File: config.mk
export PLATFORM = sky130hd
export DESIGN_NAME = spi_flash_reader
export DESIGN_NICKNAME = d
export VERILOG_FILES = /design/src/rtl/spi_flash_reader.sv
export SDC_FILE = /design/constraint.sdc
export NUM_CORES = 1
export LEC_CHECK = 0
export BUFFER_PORTS_ARGS = -buffer_cell sky130_fd_sc_hd__buf_4
export CAP_MARGIN = 10
export CORE_MARGIN = 8
export CORE_UTILIZATION = 55
export CTS_CLUSTER_DIAMETER = 150
export CTS_CLUSTER_SIZE = 20
export DETAILED_ROUTE_END_ITERATION = 10
export PLACE_DENSITY = 0.83
export SETUP_SLACK_MARGIN = 0.2
export SYNTH_ARGS = -nofsm -noshare
export SYNTH_HDL_FRONTEND = slang
export SYNTH_SLANG_ARGS = --single-unit
File: constraint.sdc
create_clock -name clk -period 3.35 [get_ports clk]
set_clock_uncertainty 0.1 [all_clocks]
set_input_delay 0.335 -clock clk [delete_from_list [all_inputs] [get_ports clk]]
set_output_delay 0.335 -clock clk [all_outputs]
set_load 0.02 [all_outputs]
File: src/rtl/spi_flash_reader.sv
// spi_flash_reader: SPI flash READ sequencer with a small receive FIFO.
// The CPU programs a 24-bit start address and a byte count; the block issues
// a mode-0 read command and streams bytes into the FIFO, stalling SCK while full.
// Optional build macro FAST_READ_EN: use command 0x0B with 8 dummy clocks and
// report status bit 15 = 1.
module spi_flash_reader #(
  parameter int CLKDIV     = 2,
  parameter int FIFO_DEPTH = 4
) (
  input  logic        clk,
  input  logic        resetq,
  input  logic        sel,
  input  logic [1:0]  reg_a,
  input  logic        wr,
  input  logic        rd,
  input  logic [15:0] wd,
  output logic [15:0] rdata,
  output logic        busy,
  output logic        spi_sck,
  output logic        spi_mosi,
  input  logic        spi_miso,
  output logic        spi_cs_n
);

  localparam int         AW        = (FIFO_DEPTH > 1) ? $clog2(FIFO_DEPTH) : 1;
  localparam logic [7:0] DIV_LAST  = 8'(CLKDIV - 1);
  localparam logic [7:0] HOLD_CS   = 8'(CLKDIV - 1);
  localparam logic [7:0] HOLD_LAST = 8'(3 * CLKDIV - 1);
  localparam logic [4:0] DEPTH     = 5'(FIFO_DEPTH);

  typedef enum logic [2:0] {
    IDLE, CS_SETUP, CMD, ADDR, DUMMY, DATA_WAIT, DATA, CS_HOLD
  } state_t;

`ifdef FAST_READ_EN
  localparam logic [7:0] READ_CMD   = 8'h0B;
  localparam logic       FAST_BIT   = 1'b1;
  localparam state_t     AFTER_ADDR = DUMMY;
`else
  localparam logic [7:0] READ_CMD   = 8'h03;
  localparam logic       FAST_BIT   = 1'b0;
  localparam state_t     AFTER_ADDR = DATA_WAIT;
`endif

  state_t          state_q, state_d;
  logic [7:0]      cnt_q, cnt_d;
  logic [4:0]      bit_q, bit_d;
  logic            sck_q, sck_d;
  logic            mosi_q, mosi_d;
  logic            cs_n_q, cs_n_d;
  logic [31:0]     tx_q, tx_d;
  logic [6:0]      rx_q, rx_d;
  logic [23:0]     addr_q, addr_d;
  logic [15:0]     rem_q, rem_d;
  logic [AW-1:0]   wr_ptr_q, wr_ptr_d, rd_ptr_q, rd_ptr_d;
  logic [4:0]      count_q, count_d;
  logic [7:0]      fifo_mem [FIFO_DEPTH];

  logic            wr_addr_lo, wr_addr_hi, wr_len, wr_abort, pop, push, tick;
  logic [7:0]      rx_byte;

  assign wr_addr_lo = sel & wr & (reg_a == 2'd0);
  assign wr_addr_hi = sel & wr & (reg_a == 2'd1);
  assign wr_len     = sel & wr & (reg_a == 2'd2);
  assign wr_abort   = sel & wr & (reg_a == 2'd3);
  assign pop        = sel & rd & (reg_a == 2'd2) & (count_q != 5'd0);
  assign tick       = (cnt_q == DIV_LAST);
  assign rx_byte    = {rx_q, spi_miso};

  assign busy     = (state_q != IDLE);
  assign spi_sck  = sck_q;
  assign spi_mosi = mosi_q;
  assign spi_cs_n = cs_n_q;

  // Sequencer next state, SCK/MOSI generation, byte capture and FIFO pointers.
  always_comb begin
    state_d  = state_q;
    cnt_d    = cnt_q;
    bit_d    = bit_q;
    sck_d    = sck_q;
    mosi_d   = mosi_q;
    cs_n_d   = cs_n_q;
    tx_d     = tx_q;
    rx_d     = rx_q;
    addr_d   = addr_q;
    rem_d    = rem_q;
    push     = 1'b0;
    wr_ptr_d = wr_ptr_q;
    rd_ptr_d = rd_ptr_q;
    count_d  = count_q;

    case (state_q)
      IDLE: begin
        if (wr_len) begin
          rem_d = wd;
          if (wd != 16'd0) begin
            state_d = CS_SETUP;
            cs_n_d  = 1'b0;
            cnt_d   = 8'd0;
            tx_d    = {READ_CMD, addr_q};
          end
        end
      end
      CS_SETUP: begin
        if (tick) begin
          cnt_d   = 8'd0;
          bit_d   = 5'd0;
          mosi_d  = tx_q[31];
          state_d = CMD;
        end else begin
          cnt_d = cnt_q + 8'd1;
        end
      end
      CMD, ADDR, DUMMY, DATA: begin
        if (!tick) begin
          cnt_d = cnt_q + 8'd1;
        end else begin
          cnt_d = 8'd0;
          if (!sck_q) begin
            // Rising edge: this is also the MISO sampling edge.
            sck_d = 1'b1;
            if (state_q == DATA) begin
              rx_d = rx_byte[6:0];
              if (bit_q == 5'd7) begin
                push   = 1'b1;
                rem_d  = rem_q - 16'd1;
                addr_d = addr_q + 24'd1;
              end
            end
          end else begin
            // Falling edge: MOSI may only change while SCK is low.
            sck_d = 1'b0;
            bit_d = bit_q + 5'd1;
            if (state_q == CMD || state_q == ADDR) begin
              tx_d   = {tx_q[30:0], 1'b0};
              mosi_d = tx_q[30];
            end
            case (state_q)
              CMD:   if (bit_q == 5'd7)  begin bit_d = 5'd0; state_d = ADDR; end
              ADDR:  if (bit_q == 5'd23) begin bit_d = 5'd0; state_d = AFTER_ADDR; end
              DUMMY: if (bit_q == 5'd7)  begin bit_d = 5'd0; state_d = DATA_WAIT; end
              default: begin
                if (bit_q == 5'd7) begin
                  bit_d   = 5'd0;
                  state_d = (rem_q == 16'd0) ? CS_HOLD : DATA_WAIT;
                end
              end
            endcase
          end
        end
      end
      DATA_WAIT: begin
        // Only start a byte when it is guaranteed a free FIFO slot.
        if (count_q < DEPTH) begin
          state_d = DATA;
          cnt_d   = 8'd0;
          bit_d   = 5'd0;
        end
      end
      CS_HOLD: begin
        if (cnt_q == HOLD_CS) cs_n_d = 1'b1;
        if (cnt_q == HOLD_LAST) begin
          state_d = IDLE;
          cnt_d   = 8'd0;
        end else begin
          cnt_d = cnt_q + 8'd1;
        end
      end
      default: state_d = IDLE;
    endcase

    if (wr_abort) begin
      state_d = IDLE;
      sck_d   = 1'b0;
      cs_n_d  = 1'b1;
      mosi_d  = 1'b0;
      rem_d   = 16'd0;
      cnt_d   = 8'd0;
      bit_d   = 5'd0;
      push    = 1'b0;
      addr_d  = addr_q;
    end

    if (wr_addr_lo) addr_d[15:0]  = wd;
    if (wr_addr_hi) addr_d[23:16] = wd[7:0];

    if (wr_abort) begin
      wr_ptr_d = '0;
      rd_ptr_d = '0;
      count_d  = 5'd0;
    end else begin
      if (push) wr_ptr_d = wr_ptr_q + AW'(1);
      if (pop)  rd_ptr_d = rd_ptr_q + AW'(1);
      if (push && !pop)      count_d = count_q + 5'd1;
      else if (!push && pop) count_d = count_q - 5'd1;
    end
  end

  // State registers, cleared asynchronously so pins go idle without a clock.
  always_ff @(posedge clk or negedge resetq) begin
    if (!resetq) begin
      state_q  <= IDLE;
      cnt_q    <= 8'd0;
      bit_q    <= 5'd0;
      sck_q    <= 1'b0;
      mosi_q   <= 1'b0;
      cs_n_q   <= 1'b1;
      tx_q     <= 32'd0;
      rx_q     <= 7'd0;
      addr_q   <= 24'd0;
      rem_q    <= 16'd0;
      wr_ptr_q <= '0;
      rd_ptr_q <= '0;
      count_q  <= 5'd0;
    end else begin
      state_q  <= state_d;
      cnt_q    <= cnt_d;
      bit_q    <= bit_d;
      sck_q    <= sck_d;
      mosi_q   <= mosi_d;
      cs_n_q   <= cs_n_d;
      tx_q     <= tx_d;
      rx_q     <= rx_d;
      addr_q   <= addr_d;
      rem_q    <= rem_d;
      wr_ptr_q <= wr_ptr_d;
      rd_ptr_q <= rd_ptr_d;
      count_q  <= count_d;
    end
  end

  // FIFO storage; validity is tracked by the pointers, so no reset is needed.
  always_ff @(posedge clk) begin
    if (push) fifo_mem[wr_ptr_q] <= rx_byte;
  end

  // Register read mux; an empty FIFO reads as zero.
  always_comb begin
    rdata = 16'd0;
    case (reg_a)
      2'd0:    rdata = {FAST_BIT, 7'd0, count_q, (count_q == DEPTH), (count_q == 5'd0), busy};
      2'd1:    rdata = addr_q[15:0];
      2'd2:    if (count_q != 5'd0) rdata = {8'd0, fifo_mem[rd_ptr_q]};
      default: rdata = rem_q;
    endcase
  end

endmodule
# Word-level counts from Yosys, hierarchy flattened
# Memories as Yosys holds them, arrays and structs flattened.
# Cells that the tools add are included.
[classes] n_addsub=8 magnitude_cmp=1 eq_ne=40 mux=84 n_bitwise=9 reduce_logical=43
[ops] operator="$mux 32" count=5
[ops] operator="$mux 24" count=6
[ops] operator="$mux 16" count=7
[ops] operator="$mux 8" count=8
[ops] operator="$pmux 32 s2" count=1
[ops] operator="$mux 5" count=11
[ops] operator="$pmux 16 s3" count=1
[ops] operator="$mux 3" count=12
[ops] operator="$ne 3x3->1 const B" count=12
[ops] operator="$pmux 16 s2" count=1
[ops] operator="$pmux 8 s4" count=1
[ops] operator="$reduce_bool 2->1" count=13
[ops] operator="$add 24x1->24 const B" count=1
[ops] operator="$reduce_and 6->1" count=4
[ops] operator="$mux 1" count=21
[ops] operator="$logic_not 16->1" count=1
[ops] operator="$ne 4x4->1 const B" count=4
[ops] operator="$reduce_bool 16->1" count=1
[ops] operator="$sub 16x1->16 const B" count=1
[ops] operator="$pmux 3 s5" count=1
[ops] operator="$pmux 5 s3" count=1
[ops] operator="$reduce_bool 3->1" count=5
[ops] operator="$ne 2x2->1 const B" count=7
[ops] operator="$eq 3x3->1 const B" count=4
[ops] operator="34 further kinds" count=56
[totals] register_bits=107 ramBits=32 in_bits=24 out_inout_bits=20 wordCells=200 mem_count=1
[mem_list] name="fifo_mem" depth=4 width=8 read_ports=1 rd_clocked_by_memory_dff=0 wr=1 line_no="57" text="logic [7:0] fifo_mem [FIFO_DEPTH];"

# Logic depth before layout (Yosys ltp)
# Gate-level depths: netlist (run 1).
[logic_depth] word_depth=12 ltp_mapped=12 ltp_nobuf=11

# Worst setup path before layout (run 1)
# Ideal clock, no wire load.
[synth_timing] path_type="register to register" from="register cnt_q[1]" to="register count_q[4]" arrival_ns=2.894 path_slack_ns=0.221 stages_incl_launch_ff=13 path_buffers=1 cell_sequence="dfrtp_1 inv_1 ha_1 nor4b_2 nand4_4 clkbuf_1 or3_1 fa_1 a21o_1 a21oi_1 and3_1 o21a_1 nor3_1"
[synth_between] elab_chain_cells=7 word_cells_on_any_way=10 cone_classes="eq/ne (1); mux (5); reduce/logical (4)"
[synth_lines] item="start, declared" line_no="46" text="logic [7:0] cnt_q, cnt_d;"
[synth_lines] item="start signal, assigned" line_no="217" text="cnt_q <= cnt_d;"
[synth_lines] item="$eq 8x1->1 *" line_no="67" text="assign tick = (cnt_q == DIV_LAST);"
[synth_lines] item="$mux 1 *" line_no="115" text="if (!tick) begin"
[synth_lines] item="$mux 1 *" line_no="92" text="case (state_q)"
[synth_lines] item="$mux 1 *" line_no="172" text="if (wr_abort) begin"
[synth_lines] item="$logic_and 1x1->1 or $logic_not 1->1 (tied branches)" line_no="194, 195"
[synth_lines] item="$mux 5 or $logic_and 1x1->1 (tied branches)" line_no="194, 195"
[synth_lines] item="$mux 5 or $reduce_bool 3->1 (tied branches)"
[synth_lines] item="end signal, assigned" line_no="228" text="count_q <= count_d;"
[synth_lines] item="end, declared" line_no="56" text="logic [4:0] count_q, count_d;"
# Mark *: on every way between the ends. The rest lies on a longest branch, timed or not.
# A chain may end at the register's enable or synchronous reset.

# Final worst setup path (run 1)
# Ends and elaborated chain as after synthesis.

==> results of run 1 <==
[worst min path at each step]
stage                                    end      from
floorplan              addr_q[0]$_DFFE_PN0P_    resetq
global placement        tx_q[13]$_DFFE_PN0P_    resetq
detailed placement      tx_q[12]$_DFFE_PN0P_    resetq
CTS                 fifo_mem[3][0]$_DFFE_PP_  spi_miso
global route        fifo_mem[2][0]$_DFFE_PP_  spi_miso
finish              fifo_mem[3][0]$_DFFE_PP_  spi_miso
[per-layer routing]
layer | vias up | part of all wire
li1 | 2969 | -
met1 | 3047 | 0.41
met2 | 215 | 0.49
met3 | 58 | 0.056
met4 | 0 | 0.039
met5 | - | 0
[cell families after synthesis]
family | Yosys count | share of synthesized area
buffers and inverters | 66 | 0.0375
muxes | 61 | 0.108
AOI/OAI and AO/OA | 150 | 0.118
xor gates and xnor gates | 30 | 0.0340
and+or+nand+nor | 338 | 0.220
DFF | 139 | 0.458
adders and majority gates | 15 | 0.0242
[state kept, by name, summed over array words and instances (netlist names)]
| register | count |
|---|---|
| spi_cs_n | 1 |
| rx_q | 7 |
| rd_ptr_q | 2 |
| wr_ptr_q | 2 |
| count_q | 5 |
| addr_q | 24 |
| state_q | 3 |
| tx_q | 32 |
| cnt_q | 8 |
| fifo_mem | 32 |
| spi_mosi | 1 |
| spi_sck | 1 |
| bit_q | 5 |
| rem_q | 16 |
[per-stage QoR]
| step | instance area, sq um | hold slack, ns | setup WS, ns | utilization |
|---|---|---|---|---|
| floorplan | 7950 | -0.0606 | 0.221 | - |
| global placement | 8440 | 0.335 | 0.392 | 0.590 |
| detailed placement | 8440 | 0.345 | 0.279 | 0.590 |
| CTS | 9030 | 0.00390 | 0.231 | 0.631 |
| global route | 9040 | 0.0121 | 0.250 | 0.632 |
| finish | 9040 | 0.0169 | 0.399 | 0.632 |
[critical path: stages, from the launching register on]
cell and delay (ns):
dfrtp_1 0.40, inv_1 0.06, ha_1 0.16, nor4b_4 0.33
nand4_4 0.14, or3_1 0.43, fa_1 0.44, a21o_1 0.19
a21oi_1 0.18, and3_1 0.21, nor3_1 0.06, nor3_1 0.16
[timing repair]
item                                    in CTS  in global routing
hold buffers                                 1                  0
endpoints found under the setup margin       0                  1
resized for setup                            0                  2
hold endpoints to repair                    54                  0
[cells in the final DEF (no fill, tap or decap), types with 4 or more instances in the layout]
| master | instances |
|---|---|
| buf_4 | 62 |
| and4_1 | 4 |
| nand2_1 | 141 |
| nand3_1 | 23 |
| o21ai_0 | 31 |
| o21ai_1 | 35 |
| inv_6 | 7 |
| ha_1 | 13 |
| o22ai_1 | 10 |
| or3_1 | 9 |
| xnor2_1 | 20 |
| o31ai_1 | 6 |
| nor2b_1 | 14 |
| nor3_2 | 4 |
| and2_1 | 4 |
| and3_1 | 20 |
| nand4_1 | 9 |
| a21oi_1 | 23 |
| clkbuf_16 | 17 |
| nand2b_1 | 5 |
| mux2_2 | 7 |
| dfrtp_1 | 106 |
| nor4_1 | 15 |
| edfxtp_1 | 32 |
| a31oi_1 | 5 |
| xor2_1 | 9 |
| mux4_2 | 9 |
| inv_1 | 22 |
| mux2_4 | 24 |
| a22o_1 | 4 |
| nor3_1 | 28 |
| nor2_1 | 30 |
| nor4_2 | 6 |
| or2_1 | 4 |
| mux2i_1 | 18 |
[cell type report]
type | instances | area [sq um] | share of cell area
clock inverters | 15 | 151 | 0.0167
repair buffers | 63 | 475 | 0.0526
clock buffers | 17 | 425 | 0.0470
well taps | 184 | 230 | 0.0255
multi-input cells | 594 | 4040 | 0.447
inverters | 22 | 82.6 | 0.00913
flip-flops and latches | 139 | 3640 | 0.403
[power by group through the flow]
stage                     Clock (W)  Sequential, W  Combinational [W]
final                       0.00184        0.00260            0.00313
after global routing        0.00194        0.00265            0.00346
after CTS                   0.00187        0.00258            0.00310
after detailed placement          0        0.00260            0.00308
after global placement            0        0.00258            0.00301
after floorplan                   0        0.00247            0.00235
==> qor.csv, run 1 <==
metric,value,unit
ys_warn_count,0,
setup_viol,0,
finalHoldViolCount,0,
rows,44,
regToRegSetupSlack,0.40,ns
antenna_found_initial,0,
gr-total-overflow,0,
setup.worst_path.end,count_q[4]$_DFFE_PN0P_,
cell_internal_pwr,0.00450,W
area_growth,13.7,%
place_congestion,0.955,
synth-seq-area-share,0.458,
dr.pass1.iters,5,
synth_cells,799,
relSlewSlack,0.344,
drv_cap,0,
reg2regPathDepth,11,
power_switching_share,0.405,
crit_path_max_fanout,5,
clock_path_buffers,2,
grt_pass1_wl,32200,um
h-tree-depth,4,
status,"finished, final reports clean",
port-buffer-count,43,
synth_common_cells,"141 x nand2_1, 106 x dfrtp_1, 35 x o21ai_1",
final_cells,1034,
endpoint_kind,flip-flop,
drt_iter0_drc,588,
dieArea,0.0186,sq mm
dieHeight,136,um
met1_usage,0.266,
p_switching,0.00306,W
n_antenna_cell,0,
clkSinkCount,139,
drive_gt1_frac,0.188,
start_util,0.556,
powerDensity,837,mW/mm^2
cts_buffers,17,
rsz0062_at_grt,false,
reg2reg_from,cnt_q[1]$_DFFE_PN0P_,
postRouteAntennaNets,0,
cp-start-kind,flip-flop,
nets,875,
hpwl,13500,um
hold_depth,1,
crit_arrival,3.20,ns
vdd_drop_max,679,uV
syn-cell-area,0.00795,sq mm
dp_cells,1001,
total_leakage_power,3.81,nW
fp.dieW,136,um
power,0.00757,W
startpoint,cnt_q[1]$_DFFE_PN0P_,
path_class,flip-flop to flip-flop,
path_clk_slew,0.06,ns
clk_latency,0.43,ns
synth_most_common_cell,nand2_1,
cts_tree,yes,
drv_slew,0,
met2_usage,0.364,
worstHoldPathType,input port to flip-flop,
grt_pass1_vias,6378,
r2r_end,count_q[4]$_DFFE_PN0P_,
yosysTopAreaCellShare,0.334,
power_frac_comb,0.413,
pwr-share-seq,0.343,
grt_max_degree,57,
cts_setup_buffers,0,
cts.root.buffer_cell,clkbuf_16,
ys_ff_latch,139,
io_pins,44,
syn_avg_cell_area,9.95,sq um
timing.fmax,339,MHz
ys_types,75,
final.setup.tns,0,ns
p_clk_frac,0.244,
wire_per_inst,19.1,um
vias,6289,
fin_crit,2.95,ns
yosys_most_used_dff,dfrtp_1,
period_share,0.881,
crit_required,3.60,ns
synthTopCellsByArea,"dfrtp_1 33%, edfxtp_1 12%, nand2_1 6.7%",
synth_nets,837,
wl,19700,um
grt.total_usage,0.221,
fill_cells,1138,
netlist.top_cell.by_area,dfrtp_1,
synth_edf_count,32,
grt_busiest_layer,met2,
worstMarginPinSlew,0.975,ns
async_reset_ff_frac,0.770,
drc,0,
vias_per_cell,6.08,
coreArea,0.0143,sq mm
met3_usage,0.0484,
Note: power is estimated with default switching activity, not from simulation.
==> inputs of run 2 (changes only) <==
Settings changed: CAP_MARGIN 10 to 20, CTS_BUF_LIST set to sky130_fd_sc_hd__clkbuf_16, HOLD_SLACK_MARGIN set to 0.15.
==> qor.csv, run 2 (synthesis results as in run 1) <==
metric,value,unit,change
period_share,0.878,,-0.00256
relSlewSlack,0.345,,+0.00170
hpwl,13500,um,unchanged
cts_setup_buffers,0,,unchanged
powerDensity,823,mW/mm^2,-1.6%
drv_slew,0,,unchanged
grt_pass1_wl,32600,um,+1.2%
rsz0062_at_grt,false,,
cts.root.buffer_cell,clkbuf_16,,
area_growth,15.9,%,
drv_cap,0,,unchanged
vias_per_cell,6.06,,-0.29%
hold_depth,4,,+3
n_antenna_cell,0,,unchanged
cp-start-kind,flip-flop,,
grt_max_degree,57,,unchanged
status,"finished, final reports clean",,
dp_cells,1001,,unchanged
fin_util,0.644,,+0.0119
drc,0,,unchanged
h-tree-depth,4,,unchanged
crit_path_max_fanout,5,,unchanged
path_class,flip-flop to flip-flop,,
vdd_drop_max,680,uV,about the same
wire_per_inst,19.0,um,-0.66%
port-buffer-count,43,,unchanged
start_util,0.556,,unchanged
final_cell_mix,"141 x nand2_1, 106 x dfrtp_1, 62 x buf_4, 35 x o21ai_1, 32 x edfxtp_1",,
clk_latency,0.43,ns,about the same
mostFrequentLayoutCell,nand2_1,,
cts_tree,yes,,
reg_top3,"fifo_mem x32, tx_q x32, addr_q x24",,
dieHeight,136,um,unchanged
antenna_found_initial,0,,unchanged
place_congestion,0.955,,unchanged
worst_slack,0.408,ns,+0.00858 ns
worstHoldPathType,input port to flip-flop,,
cts_buffers,17,,unchanged
gr-total-overflow,0,,unchanged
io_pins,44,,unchanged
path_clk_slew,0.06,ns,about the same
reg2regPathDepth,11,,unchanged
timing.fmax,340,MHz,+0.29%
postRouteAntennaNets,0,,unchanged
worstMarginPinSlew,0.973,ns,-0.00253 ns
clock_path_buffers,2,,unchanged
grt.total_usage,0.224,,+0.00255
final_area,0.00921,sq mm,+1.9%
placed_area,0.00844,sq mm,unchanged
drt_iter0_drc,626,,+6.5%
final_cells,1051,,+1.6%
finalHoldViolCount,0,,unchanged
nets,892,,+1.9%
wl,19900,um,+0.98%
endpoint_kind,flip-flop,,
drive_gt1_frac,0.185,,-0.00369
fp.dieW,136,um,unchanged
total_leakage_power,3.88,nW,+1.9%
crit_required,3.60,ns,about the same
vias,6374,,+1.4%
crit_arrival,3.19,ns,about the same
setup_viol,0,,unchanged
clkSinkCount,139,,unchanged
fin_crit,2.94,ns,-0.00858 ns
final.setup.tns,0,ns,unchanged
dieArea,0.0186,sq mm,unchanged
grt_pass1_vias,6474,,+1.5%
dr.pass1.iters,5,,unchanged
rows,44,,unchanged
pre_cts_ws,0.279,ns,unchanged
coreArea,0.0143,sq mm,unchanged
-- run 2: cell types whose count changed in the layout (fill, tap and decap cells not counted) --
cell           change
dlygate4sd3_1     +17
-- run 2: through the flow --
step | power, W | hold slack, ns
after floorplan | 0.00482 | -0.0606
after global placement | 0.00559 | 0.335
after detailed placement | 0.00568 | 0.345
after CTS | 0.00756 | 0.358
after global routing | 0.00807 | 0.393
final | 0.00758 | 0.370
-- run 2: path summary, 6_finish.rpt --
kind,slack (ns),to,startpoint
setup reg to reg,0.41,count_q[4]$_DFFE_PN0P_,cnt_q[1]$_DFFE_PN0P_
setup / recovery,0.41,count_q[4]$_DFFE_PN0P_,cnt_q[1]$_DFFE_PN0P_
min in group asynchronous,0.41,tx_q[13]$_DFFE_PN0P_,resetq
hold / removal,0.37,spi_mosi$_DFFE_PN0P_,wr
max in group asynchronous,1.83,spi_cs_n$_DFFE_PN1P_,resetq
hold reg to reg,0.40,tx_q[2]$_DFFE_PN0P_,tx_q[2]$_DFFE_PN0P_
-- run 2: worst max-delay path, cell delays in order, from the launching register on --
cell and delay (ns):
dfrtp_1 0.40, inv_1 0.06, ha_1 0.16, nor4b_4 0.33, nand4_4 0.14, or3_1 0.43, fa_1 0.44, a21o_1 0.19
a21oi_1 0.18, and3_1 0.21, nor3_1 0.06, nor3_1 0.16
-- run 2: per-layer routing --
layer	global-route usage	wire length [um]
met5	0	0
met4	0.121	815
met3	0.0469	1050
met2	0.371	9770
met1	0.268	8290
-- run 2: final cells by class --
cell class	count	area [sq um]
Sequential cell	139	3640
Multi-Input combinational cell	594	4040
Clock buffer	17	425
Fill cell	1111	5100
Inverter	22	82.6
Clock inverter	15	151
Timing Repair Buffer	80	646
Tap cell	184	230
-- run 2: repair_timing --
item,in CTS,in global routing
endpoints found under the hold margin,88,0
resized for setup,0,2
hold buffers,18,0
setup endpoints to repair,0,1
-- run 2: power by group --
part           internal (W)  total [W]  switching (W)
combinational       0.00131    0.00314        0.00183
sequential          0.00216    0.00260       0.000440
clock               0.00105    0.00185       0.000801
